--- src/rtl/morse_pkg.sv ---
// Shared definitions for the Morse sequencer slice.
//   state_e     : sequencer FSM states (IDLE, MARK, SPACE, GAP)
//   ASCII_SPACE : character code that requests a word gap instead of symbols
//   DOT_UNITS / DASH_UNITS / SYMBOL_GAP : on/off durations in dot units
//   UNITS_W     : width of the per-state unit counter
package morse_pkg;

    typedef enum logic [1:0] {
        IDLE  = 2'd0,
        MARK  = 2'd1,
        SPACE = 2'd2,
        GAP   = 2'd3
    } state_e;

    localparam logic [6:0] ASCII_SPACE = 7'h20;
    localparam int         DOT_UNITS   = 1;
    localparam int         DASH_UNITS  = 3;
    localparam int         SYMBOL_GAP  = 1;
    localparam int         UNITS_W     = 8;

endpackage

--- src/rtl/morse_if.sv ---
// Character bundle channel into the Morse sequencer.
// Handshake: the master holds char_valid and the bundle fields stable until a
// rising clock edge where char_valid and char_ready are both high; that edge is
// the single transfer. char_ready may depend on the slave's state only, never
// on char_valid. Fields outside a transfer are don't-care.
//   char_valid : bundle offered (master)
//   char_ready : slave can accept (slave)
//   char_data  : 7-bit ASCII code
//   code_bits  : symbol i, 1=dash, 0=dot, bit 0 sent first
//   code_len   : number of symbols
//   dot_cycles : clock cycles per dot unit
interface morse_if #(
    parameter int MAX_SYMBOLS = 8,
    parameter int UNIT_W      = 24
) ();
    localparam int LEN_W = $clog2(MAX_SYMBOLS + 1);

    logic                   char_valid;
    logic                   char_ready;
    logic [6:0]             char_data;
    logic [MAX_SYMBOLS-1:0] code_bits;
    logic [LEN_W-1:0]       code_len;
    logic [UNIT_W-1:0]      dot_cycles;

    modport master (
        output char_valid, char_data, code_bits, code_len, dot_cycles,
        input  char_ready
    );

    modport slave (
        input  char_valid, char_data, code_bits, code_len, dot_cycles,
        output char_ready
    );
endinterface

--- src/rtl/morse_unit_timer.sv ---
// Dot-unit timer. Counts clk_24 cycles from 0 to period-1 and raises tick on
// the last count, then wraps to 0. restart forces the count back to 0 on the
// next edge so every new state starts with a full unit.
//   clk_24  : clock
//   rst_n   : synchronous active-low reset
//   restart : zero the count on the next edge
//   period  : cycles per unit (caller guarantees nonzero)
//   tick    : high on the final cycle of each unit
module morse_unit_timer #(
    parameter int UNIT_W = 24
) (
    input  logic              clk_24,
    input  logic              rst_n,
    input  logic              restart,
    input  logic [UNIT_W-1:0] period,
    output logic              tick
);
    logic [UNIT_W-1:0] cnt_q, cnt_d;

    assign tick = (cnt_q == period - UNIT_W'(1));

    always_comb begin
        cnt_d = cnt_q + UNIT_W'(1);
        if (restart || tick) begin
            cnt_d = '0;
        end
    end

    always_ff @(posedge clk_24) begin
        if (!rst_n) begin
            cnt_q <= '0;
        end else begin
            cnt_q <= cnt_d;
        end
    end
endmodule

--- src/rtl/morse_sequencer.sv ---
// Morse keying sequencer. Accepts one character bundle (already looked up into
// dot/dash code bits) and plays it on key: each symbol as a mark, separated by
// one-unit spaces, followed by a letter gap. An ASCII space plays only the
// extra off-time that turns a letter gap into a word gap.
//   clk_24, rst_n : clock, synchronous active-low reset
//   bus           : morse_if.slave character bundle channel
//   abort         : drop the current character, back to IDLE next cycle
//   key           : Morse on/off output
//   busy          : a character is in progress
//   state_dbg     : current FSM state
// Optional build macro MORSE_ECHO_EN adds echo_valid/echo_data, a one-cycle
// pulse carrying {1'b0, char_data} the cycle after each accept.
module morse_sequencer
    import morse_pkg::*;
#(
    parameter int MAX_SYMBOLS = 8,
    parameter int UNIT_W      = 24,
    parameter int LETTER_GAP  = 3,
    parameter int WORD_GAP    = 7
) (
    input  logic   clk_24,
    input  logic   rst_n,
    morse_if.slave bus,
    input  logic   abort,
    output logic   key,
    output logic   busy,
    output state_e state_dbg
`ifdef MORSE_ECHO_EN
    ,
    output logic       echo_valid,
    output logic [7:0] echo_data
`endif
);
    localparam int               LEN_W   = $clog2(MAX_SYMBOLS + 1);
    localparam logic [LEN_W-1:0] MAX_LEN = LEN_W'(MAX_SYMBOLS);

    state_e                 state_q, state_d;
    logic [LEN_W-1:0]       sym_q, sym_d;
    logic [LEN_W-1:0]       len_q, len_d;
    logic [MAX_SYMBOLS-1:0] bits_q, bits_d;
    logic [UNIT_W-1:0]      period_q, period_d;
    logic [UNITS_W-1:0]     units_q, units_d;
    logic                   space_q, space_d;
    logic                   key_q, key_d;

    logic                   accept;
    logic                   restart;
    logic                   tick;
    logic [LEN_W-1:0]       len_sat;
    logic [UNITS_W-1:0]     mark_units;
    logic [UNITS_W-1:0]     gap_units;

    assign bus.char_ready = (state_q == IDLE) && rst_n;
    assign accept         = bus.char_valid && bus.char_ready && !abort;
    assign len_sat        = (bus.code_len > MAX_LEN) ? MAX_LEN : bus.code_len;
    // bits_q is shifted right after each symbol, so bit 0 is always the current one.
    assign mark_units     = bits_q[0] ? UNITS_W'(DASH_UNITS) : UNITS_W'(DOT_UNITS);
    assign gap_units      = space_q ? UNITS_W'(WORD_GAP - LETTER_GAP) : UNITS_W'(LETTER_GAP);

    assign key       = key_q;
    assign busy      = (state_q != IDLE);
    assign state_dbg = state_q;

    morse_unit_timer #(.UNIT_W(UNIT_W)) u_timer (
        .clk_24  (clk_24),
        .rst_n   (rst_n),
        .restart (restart),
        .period  (period_q),
        .tick    (tick)
    );

    always_comb begin
        state_d  = state_q;
        sym_d    = sym_q;
        len_d    = len_q;
        bits_d   = bits_q;
        period_d = period_q;
        units_d  = units_q;
        space_d  = space_q;

        case (state_q)
            IDLE: begin
                if (accept) begin
                    bits_d   = bus.code_bits;
                    len_d    = len_sat;
                    period_d = (bus.dot_cycles == '0) ? UNIT_W'(1) : bus.dot_cycles;
                    sym_d    = '0;
                    units_d  = '0;
                    space_d  = (bus.char_data == ASCII_SPACE);
                    if (bus.char_data == ASCII_SPACE) begin
                        state_d = GAP;
                    end else if (len_sat != '0) begin
                        state_d = MARK;
                    end
                end
            end
            MARK: begin
                if (tick) begin
                    if (units_q == mark_units - UNITS_W'(1)) begin
                        units_d = '0;
                        sym_d   = sym_q + LEN_W'(1);
                        bits_d  = bits_q >> 1;
                        state_d = (sym_q + LEN_W'(1) == len_q) ? GAP : SPACE;
                    end else begin
                        units_d = units_q + UNITS_W'(1);
                    end
                end
            end
            SPACE: begin
                if (tick) begin
                    if (units_q == UNITS_W'(SYMBOL_GAP - 1)) begin
                        units_d = '0;
                        state_d = MARK;
                    end else begin
                        units_d = units_q + UNITS_W'(1);
                    end
                end
            end
            GAP: begin
                if (tick) begin
                    if (units_q == gap_units - UNITS_W'(1)) begin
                        units_d = '0;
                        state_d = IDLE;
                    end else begin
                        units_d = units_q + UNITS_W'(1);
                    end
                end
            end
            default: state_d = IDLE;
        endcase

        if (abort) begin
            state_d = IDLE;
            sym_d   = '0;
            units_d = '0;
        end

        restart = accept || (state_d != state_q);
        // Registered so key rises together with the first MARK cycle.
        key_d   = (state_d == MARK);
    end

    always_ff @(posedge clk_24) begin
        if (!rst_n) begin
            state_q  <= IDLE;
            sym_q    <= '0;
            len_q    <= '0;
            bits_q   <= '0;
            period_q <= '0;
            units_q  <= '0;
            space_q  <= 1'b0;
            key_q    <= 1'b0;
        end else begin
            state_q  <= state_d;
            sym_q    <= sym_d;
            len_q    <= len_d;
            bits_q   <= bits_d;
            period_q <= period_d;
            units_q  <= units_d;
            space_q  <= space_d;
            key_q    <= key_d;
        end
    end

`ifdef MORSE_ECHO_EN
    logic       echo_valid_q, echo_valid_d;
    logic [7:0] echo_data_q, echo_data_d;

    always_comb begin
        echo_valid_d = accept;
        echo_data_d  = accept ? {1'b0, bus.char_data} : echo_data_q;
    end

    always_ff @(posedge clk_24) begin
        if (!rst_n) begin
            echo_valid_q <= 1'b0;
            echo_data_q  <= 8'h00;
        end else begin
            echo_valid_q <= echo_valid_d;
            echo_data_q  <= echo_data_d;
        end
    end

    assign echo_valid = echo_valid_q;
    assign echo_data  = echo_data_q;
`endif
endmodule

--- src/flat_wrapper.sv ---
// flat-port wrapper written by rule: the top's interface ports become plain ports
module morse_sequencer_flat import morse_pkg::*;
#(
    parameter int MAX_SYMBOLS = 8,
    parameter int UNIT_W      = 24,
    parameter int LETTER_GAP  = 3,
    parameter int WORD_GAP    = 7
)
  (clk_24, rst_n, abort, key, busy, state_dbg, bus_char_valid, bus_char_data, bus_code_bits, bus_code_len, bus_dot_cycles, bus_char_ready);
  morse_if #(.MAX_SYMBOLS(MAX_SYMBOLS), .UNIT_W(UNIT_W)) bus_i ();
  input  logic clk_24;
  input  logic rst_n;
  input  logic abort;
  output logic key;
  output logic busy;
  output state_e state_dbg;
  input wire logic [$bits(bus_i.char_valid)-1:0] bus_char_valid;
  input wire logic [$bits(bus_i.char_data)-1:0] bus_char_data;
  input wire logic [$bits(bus_i.code_bits)-1:0] bus_code_bits;
  input wire logic [$bits(bus_i.code_len)-1:0] bus_code_len;
  input wire logic [$bits(bus_i.dot_cycles)-1:0] bus_dot_cycles;
  output wire logic [$bits(bus_i.char_ready)-1:0] bus_char_ready;
  assign bus_i.char_valid = bus_char_valid;
  assign bus_i.char_data = bus_char_data;
  assign bus_i.code_bits = bus_code_bits;
  assign bus_i.code_len = bus_code_len;
  assign bus_i.dot_cycles = bus_dot_cycles;
  assign bus_char_ready = bus_i.char_ready;
  morse_sequencer #(.MAX_SYMBOLS(MAX_SYMBOLS), .UNIT_W(UNIT_W), .LETTER_GAP(LETTER_GAP), .WORD_GAP(WORD_GAP)) u_core (.clk_24(clk_24), .rst_n(rst_n), .bus(bus_i), .abort(abort), .key(key), .busy(busy), .state_dbg(state_dbg));
endmodule
--- config.mk ---
export PLATFORM = sky130hd
export DESIGN_NAME = morse_sequencer_flat
export DESIGN_NICKNAME = d
export VERILOG_FILES = /design/src/rtl/morse_pkg.sv /design/src/rtl/morse_if.sv /design/src/rtl/morse_unit_timer.sv /design/src/rtl/morse_sequencer.sv /design/src/flat_wrapper.sv
export SDC_FILE = /design/constraint.sdc
export NUM_CORES = 1
export LEC_CHECK = 0
export CAP_MARGIN = 10
export CORE_UTILIZATION = 45
export CTS_BUF_LIST = sky130_fd_sc_hd__clkbuf_4
export CTS_CLUSTER_DIAMETER = 100
export CTS_CLUSTER_SIZE = 16
export DETAILED_ROUTE_END_ITERATION = 7
export GPL_TIMING_DRIVEN = 1
export PLACE_DENSITY_LB_ADDON = 0.3
export SLEW_MARGIN = 20
export SYNTH_ARGS = -nofsm -noshare
export SYNTH_HDL_FRONTEND = slang
export SYNTH_SLANG_ARGS = --single-unit
--- constraint.sdc ---
create_clock -name clk_24 -period 5.1 [get_ports clk_24]
set_input_delay 1.02 -clock clk_24 [delete_from_list [all_inputs] [get_ports clk_24]]
set_output_delay 1.02 -clock clk_24 [all_outputs]
set_load 0.02 [all_outputs]
==> flow_summary.toml, run 1 <==
[finish]
area_growth_pct = 16.6
mostFrequentLayoutCells = "76 x dfxtp_1, 70 x nand2_1, 54 x nand3_1"
diodes = 0
drive_above_1_share_pct = 6.36
mostFrequentLayoutCell = "dfxtp_1"
fin_cells = 711
nets = 629
fillers = 898

[timing]
worst_slew_pin_slew_ns = 0.899
drv_slew = 0
min_period_ns = 3.76
final.period_utilization_pct = 73.7
whs_ns = 0.480
slew_headroom_pct = 40.1
finalSetupViolations = 0
hold_viol = 0
fmax_mhz = 266
rsz0062_at_grt = "false"
fin_skew_ns = 0.0204
tns_ns = 0

[power_and_ir_drop]
swShare_pct = 31.5
p_int_uw = 818
p_per_area_mw_per_mm2 = 234
leakage_uw = 0.00199
peakVddDrop_uv = 168
p_comb_share_pct = 19.9
seqPwrFrac_pct = 53.2
power.net_switching_uw = 376
clock_power_share_pct = 26.9
p_total_uw = 1190

[placement]
gp_congestion = 0.953
io_buffer_count = 51
dpl.cell_count = 695
hpwl_mm = 8.39

[logic_synthesis]
ys.flop_type = "dfxtp_1"
synth.net_count = 585
yosysWarnings = 0
synthTopCellsByArea = "dfxtp_1 35%, nand3_1 6.2%, nand2_1 6.0%, xor2_1 5.8%, xnor2_1 5.6%"
netlist.top_cell.by_area = "dfxtp_1"
synth_top_cell_area_share_pct = 34.8
synth_edf_count = 0
synth_cell_type_count = 66
syn_area_per_cell_um2 = 8.20
netlist_area_mm2 = 0.00437
async_reset_ff_share_pct = 0
synth_seq_area_share_pct = 34.8
ys_ff_latch = 76
syn_inst = 533

[worst_setup_path]
worstPathArrival_ns = 4.11
ff2ff_path_depth = 8
critPathKind = "reg2reg"
r2r_end = "u_core.bits_q[1]"
crit_required_ns = 5.45
crit_path_start_kind = "flip-flop"
crit_path_cell_trace = "nor3_4 > nand4_1 > or3_2 > xnor2_1 > or4_4 > a2111oi_4 > o21ai_0 > o311a_1"
cp_max_fo = 16
cpMaxStageDelayCell = "a2111oi_4"
path_buf_inv = 0
r2r-start = "u_core.period_q[2]"
path_delay_family = "simple AND/OR/NAND/NOR gates"
end_kind = "flip-flop"
cp_slowest_stage_delay_ns = 0.85
ff2ff_setup_slack_ns = 1.34

[cts]
post_cts_buffers = 0
clk_latency_ns = 0.46
cts_tree = "built"
clock_path_buffers = 2
htree_levels = 3
clockRootBuffer = "clkbuf_4"
numCtsBuffers = 9
clock-sinks = 76
cts_resized = 0
postCtsHoldBufs = 0
path_clk_slew_ns = 0.13

[drt]
routed_wl_mm = 11.2
route.antenna.remaining_nets = 0
post_drt_wl_per_cell_um = 15.8
drt_iter0_markers = 198
drc = 0
vias_per_cell = 5.81
via_count = 4131
firstDrtPassIters = 6

[floorplanning]
die_x_um = 101
core_area_mm2 = 0.00933
start_util_pct = 46.9
die_height_um = 101
ioPinCount = 52
die_area_mm2 = 0.0101
rows = 35

[global_route]
grt_antenna_before_repair = 0
grt_max_degree = 47
grt_pass1_wl_mm = 18.6
grt_use_total_pct = 23.5
grt_pass1_vias = 3972
gr-total-overflow = 0

[job]
maxCapViolations = 0

[worst_hold_path]
min_from = "u_core.len_q[2]"
hold_end = "u_core.len_q[2]"
min_path_cells = 2
holdCritPathClass = "reg2reg"

[run_status]
outcome = "complete, no violations"
==> kinds of logic after synthesis <==
group	Yosys count	share of synthesized area [%]
AO/OA/AOI/OAI	91	15.9
XOR/XNOR	57	11.4
adder cells (fa/ha/maj)	5	1.43
buffers and inverters	36	3.18
flip-flops	76	34.8
multiplexers	8	1.86
AND/OR/NAND/NOR	260	31.4
==> registers in the layout, indices dropped and copies added (netlist names) <==
name and count:
u_core.len_q 4, u_core.state_dbg 2, u_core.sym_q 4, u_core.u_timer.cnt_q 24, u_core.space_q 1, u_core.units_q 8
u_core.period_q 24, u_core.key 1, u_core.bits_q 8
==> cell usage after synthesis, types with 5 or more instances <==
master / number
nor3_1: 10
nor4_1: 14
dfxtp_1: 76
xnor2_1: 28
nor2_1: 44
mux2i_1: 7
inv_1: 13
or3_1: 6
and3_1: 17
nand3b_1: 5
clkbuf_1: 17
xor2_1: 29
nand2_1: 70
ha_1: 5
o311a_1: 7
a21oi_1: 17
nand3_1: 54
a32o_1: 5
o21ai_0: 16
nand4_1: 5
==> tightest hold or removal path: stages, from the launching register on <==
cell and delay [ns]:
dfxtp_1 0.35, nand2_1 0.06, a21oi_1 0.05
==> through the flow <==
step	worst slack, ns	utilization [%]	area (µm²)
2_1_floorplan	2.04	-	4370
3_3_place_gp	1.44	53.5	4990
3_5_place_dp	1.32	53.5	4990
4_1_cts	1.35	54.7	5100
5_1_grt	1.13	54.7	5100
6_report	1.34	54.7	5100
==> worst max-delay path by stage <==
stage / from / to / slack [ns] / depth (start not counted)
2_1_floorplan: u_core.period_q[2] / u_core.units_q[2] / 2.04 / 8
3_3_place_gp: rst_n / u_core.units_q[5] / 1.44 / 7
3_5_place_dp: rst_n / u_core.units_q[4] / 1.32 / 7
4_1_cts: u_core.period_q[1] / u_core.bits_q[6] / 1.35 / 10
5_1_grt: u_core.period_q[1] / u_core.bits_q[6] / 1.13 / 10
6_report: u_core.period_q[2] / u_core.bits_q[1] / 1.34 / 8
==> metal layers <==
layer | track usage (%) | part of all wire (%) | routed length, µm
met1 | 30.0 | 45 | 5030
met2 | 38.8 | 47 | 5290
met3 | 6.17 | 6.6 | 737
met4 | 7.36 | 1.6 | 183
met5 | 0 | 0 | 0
==> power groups by stage <==
stage	clock (µW)	combinational, µW	sequential [µW]
6_report	321	238	635
3_3_place_gp	0	230	647
3_5_place_dp	0	235	648
5_1_grt	359	260	638
4_1_cts	331	236	634
2_1_floorplan	0	159	640
==> area by class of cell <==
cell class	instances	area, µm²	area share, %
clock buffer	9	67.6	1.33
sequential	76	1520	29.8
inverter	14	52.6	1.03
tap	129	161	3.17
multi-input combinational	421	2710	53.2
timing repair buffer	55	541	10.6
clock inverter	7	42.5	0.834
(Power assumes the default switching activity.)
==> run 2, diff against run 1 <==
Clock period 5.1 ns to 3.4 ns, I/O delays scaled along.
==> run 2 against run 1 <==
  * Highest routed layer unchanged
  * Sequential share of layout area decreased by 0.76 points
  * Register-to-register slack worse by 1.2 ns
  * First-iteration DRC count shrank 2.0%
  * Global-route usage fell by 0.14 points
  * Combinational power up 58%
  * Non-clock buffer count rose by 10
  * Sequential cell count unchanged
==> flow_summary.toml, run 2 (synthesis results as in run 1) <==
[drt]
drc = 0
drt_iter0_markers = 194
vias_per_cell = 5.70
via_count = 4106
post_drt_wl_per_cell_um = 15.9
routed_wl_mm = 11.4
route.antenna.remaining_nets = 0
firstDrtPassIters = 4

[timing]
fin_skew_ns = 0.0195
min_period_ns = 3.25
finalSetupViolations = 0
drv_slew = 0
slew_headroom_pct = 59.4
fmax_mhz = 308
final.period_utilization_pct = 95.6
whs_ns = 0.483
hold_viol = 0
worst_slew_pin_slew_ns = 0.603

[floorplanning]
die_x_um = 101
rows = 35
start_util_pct = 46.9
die_area_mm2 = 0.0101
ioPinCount = 52
die_height_um = 101
core_area_mm2 = 0.00933

[cts]
numCtsBuffers = 9
clk_latency_ns = 0.43
clock_path_buffers = 2
clock-sinks = 76
cts_tree = "built"
htree_levels = 3
path_clk_slew_ns = 0.12
clockRootBuffer = "clkbuf_4"
postCtsHoldBufs = 0

[finish]
drive_above_1_share_pct = 8.29
mostFrequentLayoutCell = "dfxtp_1"
area_growth_pct = 19.7
reg_top3 = "u_core.period_q x24, u_core.u_timer.cnt_q x24"
mostFrequentLayoutCells = "76 x dfxtp_1, 70 x nand2_1, 54 x nand3_1"
nets = 639
diodes = 0
fin_util_pct = 56.1

[worst_setup_path]
path_buf_inv = 1
critPathKind = "reg2reg"
cp_max_fo = 6
end_kind = "flip-flop"
crit_required_ns = 3.77
cp_slowest_stage_delay_ns = 0.50
cpMaxStageDelayCell = "or4_1"
path_delay_family = "simple AND/OR/NAND/NOR gates"
crit_path_start_kind = "flip-flop"
worstPathArrival_ns = 3.62
crit_path_cell_trace = "inv_1 > ha_2 > nor4b_4 > nand4_4 > or4_1 > a22oi_1 > nand4_2 > a2111o_1 > or3_1 > a21oi_1"

[worst_hold_path]
holdCritPathClass = "reg2reg"

[global_route]
grt_antenna_before_repair = 0
grt_pass1_wl_mm = 18.4
grt_use_total_pct = 23.4
gr-total-overflow = 0
grt_max_degree = 55
grt_pass1_vias = 3747

[placement]
gp_congestion = 0.858
hpwl_mm = 8.50
io_buffer_count = 51

[power_and_ir_drop]
p_per_area_mw_per_mm2 = 371
peakVddDrop_uv = 168
leakage_uw = 0.00206

[run_status]
outcome = "complete, no violations"

[job]
maxCapViolations = 0
## run 2: power by group
part           internal [µW]  switching, µW  total (µW)
logic                    178            198         376
clock network            301            312         612
registers                915           37.0         952
total                   1390            546        1940
## run 2: final cells by class
cell class / instances / area [µm²]
clock buffers: 10 / 75.1
repair buffers: 65 / 623
multi-input cells: 421 / 2720
clock inverters: 5 / 77.6
well taps: 129 / 161
inverters: 14 / 52.6
fillers: 870 / 4100
flip-flops and latches: 76 / 1520
## run 2: routing by layer
| metal | GRT usage (%) | up-vias | wire [µm] | share of wire [%] |
|---|---|---|---|---|
| met1 | 32.6 | 1930 | 5480 | 48 |
| li1 | - | 2049 | - | - |
| met3 | 4.65 | 19 | 575 | 5.0 |
| met4 | 8.70 | 0 | 256 | 2.2 |
| met2 | 35.7 | 108 | 5110 | 45 |
| met5 | 0 | - | 0 | 0 |
## run 2: final timing paths
check	startpoint	endpoint	slack, ns	cells past startpoint
worst min-delay path	u_core.len_q[1]	u_core.len_q[1]	0.48	2
worst max-delay path	u_core.period_q[0]	u_core.sym_q[2]	0.15	10
worst min register to register	u_core.len_q[1]	u_core.len_q[1]	0.48	2
worst max register to register	u_core.period_q[0]	u_core.sym_q[2]	0.15	10
## run 2: per-stage QoR
stage / std cells / power, µW / area [µm²] / setup TNS [ns] / setup WS [ns]
floorplan: 533 / 1200 / 4370 / 0 / 0.341
global placement: 704 / 1330 / 5060 / 0 / 0.234
detailed placement: 704 / 1340 / 5060 / 0 / 0.143
CTS: 719 / 1950 / 5210 / 0 / 0.114
global route: 720 / 2030 / 5230 / -0.00408 / -0.00408
finish: 720 / 1940 / 5230 / 0 / 0.150
## run 2: timing repair
| action | in CTS | in global routing |
|---|---|---|
| buffers inserted | 0 | 1 |
| endpoints found under the setup margin | 0 | 18 |
| resized for setup | 0 | 4 |
## run 2: worst reg2reg max path: stages (launching register included)
cell and delay (ns):
dfxtp_1 0.38, inv_1 0.08, ha_2 0.22, nor4b_4 0.35, nand4_4 0.17, or4_1 0.50, a22oi_1 0.26, nand4_2 0.27
a2111o_1 0.50, or3_1 0.33, a21oi_1 0.14
==> run 3, diff against run 2 <==
Settings changed: CORE_MARGIN set to 10.
==> run 3 against run 2 <==
  * Register-to-register slack improved by 0.07 ns
  * Clock skew increased by 0.0037 ns
  * Combinational power decreased by 1%
  * Cell area increased by 1.2%
  * Non-clock buffer count increased by 3
  * Count of clock-buffer cells in the layout decreased by 1
  * Critical path type unchanged
  * Critical endpoint unchanged
  * Largest power group unchanged
==> flow_summary.toml, run 3 (synthesis results as in run 1) <==
[placement]
hpwl_mm = 8.69
gp_congestion = 0.916
io_buffer_count = 51

[finish]
nets = 642
diodes = 0
mostFrequentLayoutCell = "dfxtp_1"
reg_top3 = "u_core.period_q x24, u_core.u_timer.cnt_q x24"
drive_above_1_share_pct = 9.24
area_growth_pct = 21.2
mostFrequentLayoutCells = "76 x dfxtp_1, 70 x nand2_1, 54 x nand3_1"

[cts]
clock_path_buffers = 2
clk_latency_ns = 0.44
cts_tree = "built"
clock-sinks = 76
htree_levels = 3
path_clk_slew_ns = 0.14
numCtsBuffers = 9
clockRootBuffer = "clkbuf_4"
postCtsHoldBufs = 0

[power_and_ir_drop]
peakVddDrop_uv = 208
p_total_uw = 2040
swShare_pct = 27.9
leakage_uw = 0.00209
power.net_switching_uw = 569
seqPwrFrac_pct = 46.6
clock_power_share_pct = 35.2
p_per_area_mw_per_mm2 = 385
p_comb_share_pct = 18.2
p_int_uw = 1470

[floorplanning]
core_area_mm2 = 0.00937
die_x_um = 119
start_util_pct = 46.6
die_area_mm2 = 0.0141
rows = 35
die_height_um = 119
ioPinCount = 52

[drt]
firstDrtPassIters = 4
drc = 0
drt_iter0_markers = 181
post_drt_wl_per_cell_um = 15.7
via_count = 4146
vias_per_cell = 5.73
routed_wl_mm = 11.3
route.antenna.remaining_nets = 0

[timing]
final.period_utilization_pct = 93.7
fin_skew_ns = 0.0232
min_period_ns = 3.18
drv_slew = 0
tns_ns = 0
hold_viol = 0
rsz0062_at_grt = "false"
worst_slew_pin_slew_ns = 0.661
slew_headroom_pct = 55.5
finalSetupViolations = 0
fmax_mhz = 314

[global_route]
grt_max_degree = 34
grt_antenna_before_repair = 0
gr-total-overflow = 0
grt_use_total_pct = 15.8
grt_pass1_wl_mm = 18.9
grt_pass1_vias = 3910

[worst_setup_path]
end_kind = "flip-flop"
cp_slowest_stage_delay_ns = 0.59
cp_max_fo = 6
worstPathArrival_ns = 3.54
crit_required_ns = 3.75
crit_path_start_kind = "flip-flop"
path_buf_inv = 1
path_delay_family = "simple AND/OR/NAND/NOR gates"
cpMaxStageDelayCell = "or4_4"
critPathKind = "reg2reg"
crit_path_cell_trace = "inv_1 > ha_2 > nor4b_4 > nand4_4 > o31ai_2 > nand4_1 > or4_4 > a2111o_1 > or3_1 > a21oi_1"

[run_status]
outcome = "complete, no violations"

[job]
maxCapViolations = 0

[worst_hold_path]
holdCritPathClass = "reg2reg"
-- run 3: power by group through the flow --
stage	combinational, µW	clock, µW	sequential, µW
global route	410	773	954
floorplan	238	0	960
global placement	360	0	969
CTS	366	735	950
finish	371	719	950
detailed placement	364	0	970
-- run 3: metal layers --
layer | global-route usage, % | routed length, µm
met4 | 4.20 | 217
met2 | 26.5 | 5530
met3 | 4.24 | 478
met5 | 0 | 0
met1 | 19.4 | 5120
-- run 3: through the flow --
| stage | std cells | setup slack [ns] | utilization, % | hold WS (ns) | instance area [µm²] |
|---|---|---|---|---|---|
| 5_1_grt | 724 | 0.0130 | 56.5 | 0.503 | 5300 |
| 4_1_cts | 720 | 0.0850 | 56.0 | 0.479 | 5250 |
| 3_3_place_gp | 704 | 0.239 | 54.0 | 0.454 | 5060 |
| 2_1_floorplan | 533 | 0.341 | - | 0.444 | 4370 |
| 3_5_place_dp | 704 | 0.0867 | 54.0 | 0.459 | 5060 |
| 6_report | 724 | 0.215 | 56.5 | 0.478 | 5300 |
-- run 3: what timing repair did --
item | in CTS | in global routing
gates resized for setup | 0 | 6
endpoints found under the setup margin | 0 | 20
hold endpoints to repair | 0 | 0
buffers inserted | 0 | 4
-- run 3: area by class of cell --
class                      instances  area, µm²
fill                             912       4080
multi-input combinational        421       2730
sequential                        76       1520
timing repair buffer              68        646
tap                              129        161
clock inverter                     7        121
clock buffer                       9       67.6
inverter                          14       52.6
-- run 3: final timing paths --
| kind | startpoint | endpoint | slack (ns) | depth (start not counted) |
|---|---|---|---|---|
| max | u_core.period_q[1] | u_core.sym_q[2] | 0.22 | 10 |
| min | u_core.len_q[1] | u_core.len_q[1] | 0.48 | 2 |
| max reg2reg | u_core.period_q[1] | u_core.sym_q[2] | 0.22 | 10 |
| min reg2reg | u_core.len_q[1] | u_core.len_q[1] | 0.48 | 2 |
-- run 3: worst min-delay path: cells and delay by family, from the launching register on --
| kind | cells | cell delay [ns] |
|---|---|---|
| DFF | 1 | 0.35 |
| AOI/OAI and AO/OA | 1 | 0.05 |
| and+or+nand+nor | 1 | 0.06 |
